### config.mk
export PLATFORM = sky130hd
export DESIGN_NAME = condicionador_botoes
export DESIGN_NICKNAME = d
export VERILOG_FILES = /design/src/rtl/condicionador_botoes.sv
export SDC_FILE = /design/constraint.sdc
export NUM_CORES = 1
export LEC_CHECK = 0
export ABC_AREA = 1
export BUFFER_PORTS_ARGS = -buffer_cell sky130_fd_sc_hd__buf_2
export CORE_MARGIN = 2
export CORE_UTILIZATION = 52
export DETAILED_ROUTE_END_ITERATION = 7
export GPL_TIMING_DRIVEN = 0
export HOLD_SLACK_MARGIN = 0.05
export PLACE_DENSITY = 0.72
export SLEW_MARGIN = 5
export SYNTH_ARGS = -nofsm -noshare
export SYNTH_HDL_FRONTEND = slang
export SYNTH_SLANG_ARGS = --single-unit
### constraint.sdc
create_clock -name clock -period 3.5 [get_ports clock]
set_clock_uncertainty 0.2 [all_clocks]
set_input_delay 0.525 -clock clock [delete_from_list [all_inputs] [get_ports clock]]
set_output_delay 0.525 -clock clock [all_outputs]
set_load 0.05 [all_outputs]
### src/rtl/condicionador_botoes.sv
// Button conditioner: sync, shared-counter debounce, one-hot validation.
// Emits a registered play code plus a one-cycle pulse per accepted press.
module condicionador_botoes #(
    parameter int DEBOUNCE_CYCLES = 50000
) (
    input  logic       clock,
    input  logic       reset,
    input  logic       habilitar,
    input  logic       limpar,
    input  logic [3:0] botoes,
    output logic [3:0] jogada,
    output logic       jogada_feita,
    output logic       multipla,
    output logic [1:0] db_estado,
    output logic [3:0] db_estavel
);

    localparam int CW_RAW = $clog2(DEBOUNCE_CYCLES + 1);
    localparam int CW     = (CW_RAW < 1) ? 1 : CW_RAW;
    localparam logic [CW-1:0] CNT_MAX = CW'(DEBOUNCE_CYCLES - 1);

    typedef enum logic [1:0] {
        OCIOSO        = 2'd0,
        REGISTRA      = 2'd1,
        MULTIPLA      = 2'd2,
        ESPERA_SOLTAR = 2'd3
    } estado_t;

    logic [3:0]    s1, s2, candidato, estavel;
    logic [CW-1:0] cnt;
    estado_t       estado, prox_estado;
    logic          carrega;
    logic          vazio, varios;

    always_ff @(posedge clock or negedge reset) begin
        if (!reset) begin
            s1 <= 4'b0000;
            s2 <= 4'b0000;
        end else begin
            s1 <= botoes;
            s2 <= s1;
        end
    end

    // cnt saturates at CNT_MAX so a held pattern never re-triggers
    always_ff @(posedge clock or negedge reset) begin
        if (!reset) begin
            candidato <= 4'b0000;
            cnt       <= '0;
            estavel   <= 4'b0000;
        end else if (s2 != candidato) begin
            candidato <= s2;
            cnt       <= '0;
        end else if (cnt == CNT_MAX) begin
            estavel <= candidato;
        end else begin
            cnt <= cnt + 1'b1;
        end
    end

    assign vazio  = (estavel == 4'b0000);
    assign varios = |(estavel & (estavel - 4'd1));

    always_ff @(posedge clock or negedge reset) begin
        if (!reset) begin
            estado <= OCIOSO;
        end else begin
            estado <= prox_estado;
        end
    end

    always_comb begin
        prox_estado = estado;
        carrega     = 1'b0;
        unique case (estado)
            OCIOSO: begin
                if (vazio) begin
                    prox_estado = OCIOSO;
                end else if (varios) begin
                    prox_estado = MULTIPLA;
                end else if (habilitar) begin
                    prox_estado = REGISTRA;
                    carrega     = 1'b1;
                end else begin
                    prox_estado = ESPERA_SOLTAR;
                end
            end
            REGISTRA:      prox_estado = ESPERA_SOLTAR;
            MULTIPLA:      prox_estado = ESPERA_SOLTAR;
            ESPERA_SOLTAR: prox_estado = vazio ? OCIOSO : ESPERA_SOLTAR;
            default:       prox_estado = OCIOSO;
        endcase
    end

    // a load on the same edge as limpar takes priority
    always_ff @(posedge clock or negedge reset) begin
        if (!reset) begin
            jogada <= 4'b0000;
        end else if (carrega) begin
            jogada <= estavel;
        end else if (limpar) begin
            jogada <= 4'b0000;
        end
    end

    assign jogada_feita = (estado == REGISTRA);
    assign multipla     = (estado == MULTIPLA);
    assign db_estado    = estado;
    assign db_estavel   = estavel;

endmodule

==> impl_metrics.csv <==
group,metric,value,unit
job,max-cap-violations,0,
finish,area_growth,13.9,%
place,place_area,2010,um2
sta,tightest_slew,0.807,ns
sta,drv_slew,0,
floorplan,io_pins,20,
setup_path,cp_max_fo,4,
route,ant_nets,0,
global_route,grt_pass1_wl,5560,um
pwr,p_seq_share,53.1,%
pwr,switching_power,171,uW
setup_path,worst_ep_arrival_time,1.30,ns
pwr,power.internal,678,uW
logic_synthesis,ys_ff_latch,38,
finish,antenna_cells,0,
logic_synthesis,yosysSeqAreaShare,51.1,%
sta,fin_tns_setup,0,ns
route,num_vias,1428,
finish,fin_cells,304,
route,firstDrtPassIters,4,
pwr,ir_worst_vdd,0.000292,V
clock_tree,post_cts_buffers,0,
global_route,grt_util_all_layers,17.8,%
setup_path,worstSetupEndpointType,"primary output",
setup_path,max_stage_delay,0.43,ns
global_route,grt_pass1_vias,1274,
setup_path,path_buf_inv,2,
place,dp_hpwl,2320,um
sta,fmax,0.494,GHz
sta,period_needed,2.02,ns
floorplan,dieHeight,63.8,um
floorplan,core-area,3390,um2
sta,rsz0062_at_grt,"false",
pwr,pwr-share-clk,43.8,%
logic_synthesis,synth_nets,245,
pwr,p_sw_share,20.1,%
floorplan,dieArea,4070,um2
route,drc,0,
hold_path,hold_path.class,"in -> async",
finish,post-route-cell-area,2120,um2
logic_synthesis,yosysWarnings,0,
route,vias_per_cell,4.70,
finish,layout_common_cells,"60 x nand2_1, 38 x dfrtp_1, 32 x nor2_1",
sta,final_hold_viol_count,0,
pwr,finalPower,849,uW
place,numPortBuffers,19,
clock_tree,h-tree-depth,2,
route,dr.first_iter.drc_count,47,
sta,setup_viol,0,
pwr,p_leak,0.00109,uW
place,dp_cells,296,
route,finalWirelength,3120,um
route,post_drt_wl_per_cell,10.3,um
sta,maxSlewHeadroom,46.2,%
logic_synthesis,synthCells,231,
global_route,antenna_found_initial,0,
outcome,status,"complete, no violations",
setup_path,critical_path_required,2.77,ns
clock_tree,clockRootBuffer,"clkbuf_4",
finish,layout.nets,271,
setup_path,path_class,"reg -> out",
setup_path,critPathTopFamily,"flip-flops",
pwr,combPwrFrac,3.2,%
clock_tree,cts_resized,0,
global_route,grt_max_degree,39,
logic_synthesis,ys_types,22,
pwr,power_density,400,nW/um2
floorplan,start_util,54.9,%
sta,fin_crit_sh,57.8,%
clock_tree,cts_tree,"yes",
finish,drive_gt1_share,17.4,%
setup_path,path_cells,"inv_1 -> ha_1 -> buf_2",
place,gp_congestion,0.824,
clock_tree,clock_sinks,38,
logic_synthesis,syn_area_per_cell,8.06,um2
finish,final_common_cell,"nand2_1",
logic_synthesis,netlist_area,1860,um2
floorplan,rows,21,
clock_tree,cts_max_path_buffers,2,
clock_tree,hold_buffers,0,
floorplan,die_w,63.8,um
setup_path,startpoint_type,"flop",
clock_tree,clock_latency,0.35,ns
global_route,overflow,0,
setup_path,cp_slowest_cell,"dfrtp_1",
clock_tree,cts_inserted_buffers,5,
clock_tree,path_clk_slew,0.12,ns
power by group through the flow:
stage | clock [uW] | sequential (uW) | combinational, uW
global placement | 0 | 459 | 27.4
finish | 371 | 450 | 26.9
global route | 405 | 452 | 31.8
detailed placement | 0 | 459 | 28.0
floorplan | 0 | 458 | 13.0
CTS | 384 | 451 | 28.0
routing by layer:
metal	routed length, um	part of all wire (%)	track usage (%)
met2	1360	44	26.2
met1	1560	50	24.8
met5	0	0	0
met3	138	4.4	5.28
met4	57	1.8	6.52
final timing paths:
path	slack, ns	cells past startpoint	start	to
setup / recovery	1.48	3	db_estado[0]	multipla
hold / removal	0.04	1	reset	cnt[11]
setup reg to reg	1.83	7	cnt[1]	cnt[0]
hold reg to reg	0.16	0	s1[3]	s2[3]
max in group asynchronous	2.54	1	reset	cnt[0]
min in group clock	0.08	1	botoes[0]	s1[0]
synthesized netlist by cell type (all sizes together):
master  number  share of area (%)
a21oi        4                1.1
and3         1               0.34
buf          2               0.81
clkbuf       4               0.81
dfrtp       38                 51
ha           6                4.0
inv         28                5.6
nand2       65                 14
nand2b       1               0.34
nand3       20                5.4
nand3b       1               0.40
nand4        3                1.0
nor2        41                 10
nor3         7                1.9
o21ai        5                1.3
or2          2               0.67
xnor2        1               0.47
xor2         2               0.94
flip-flops by register name, indices dropped and copies added (netlist names):
register and count:
candidato 4, cnt 16, s2 4, db_estavel 4, db_estado 2, jogada 4
s1 4
kinds of logic (layout without fill, tap and decap cells):
family	count (synthesis)	in the layout	share of synthesized area, %
simple gates	141	141	33.8
flops	38	38	51.1
buf+inv	34	61	7.26
compound gates	9	9	2.42
fa+ha+maj	6	6	4.03
xor+xnor	3	3	1.41
area by class of cell:
type / instances / area [um2]
fillers: 289 / 1270
flip-flops and latches: 38 / 951
inverters: 28 / 105
clock buffers: 5 / 37.5
repair buffers: 19 / 95.1
clock inverters: 3 / 68.8
well taps: 46 / 57.6
multi-input cells: 159 / 776
plain buffers: 6 / 30.0
metrics by stage:
stage                     utilization (%)  setup slack, ns  hold WS, ns
after floorplan                         -             1.56       0.0294
after global placement               59.4             1.88        0.132
after detailed placement             59.4             1.84        0.135
after CTS                            62.6             1.46       0.0628
after global routing                 62.6             1.39       0.0504
final                                62.6             1.48       0.0449
No activity file was read; power rests on OpenSTA's default activity.
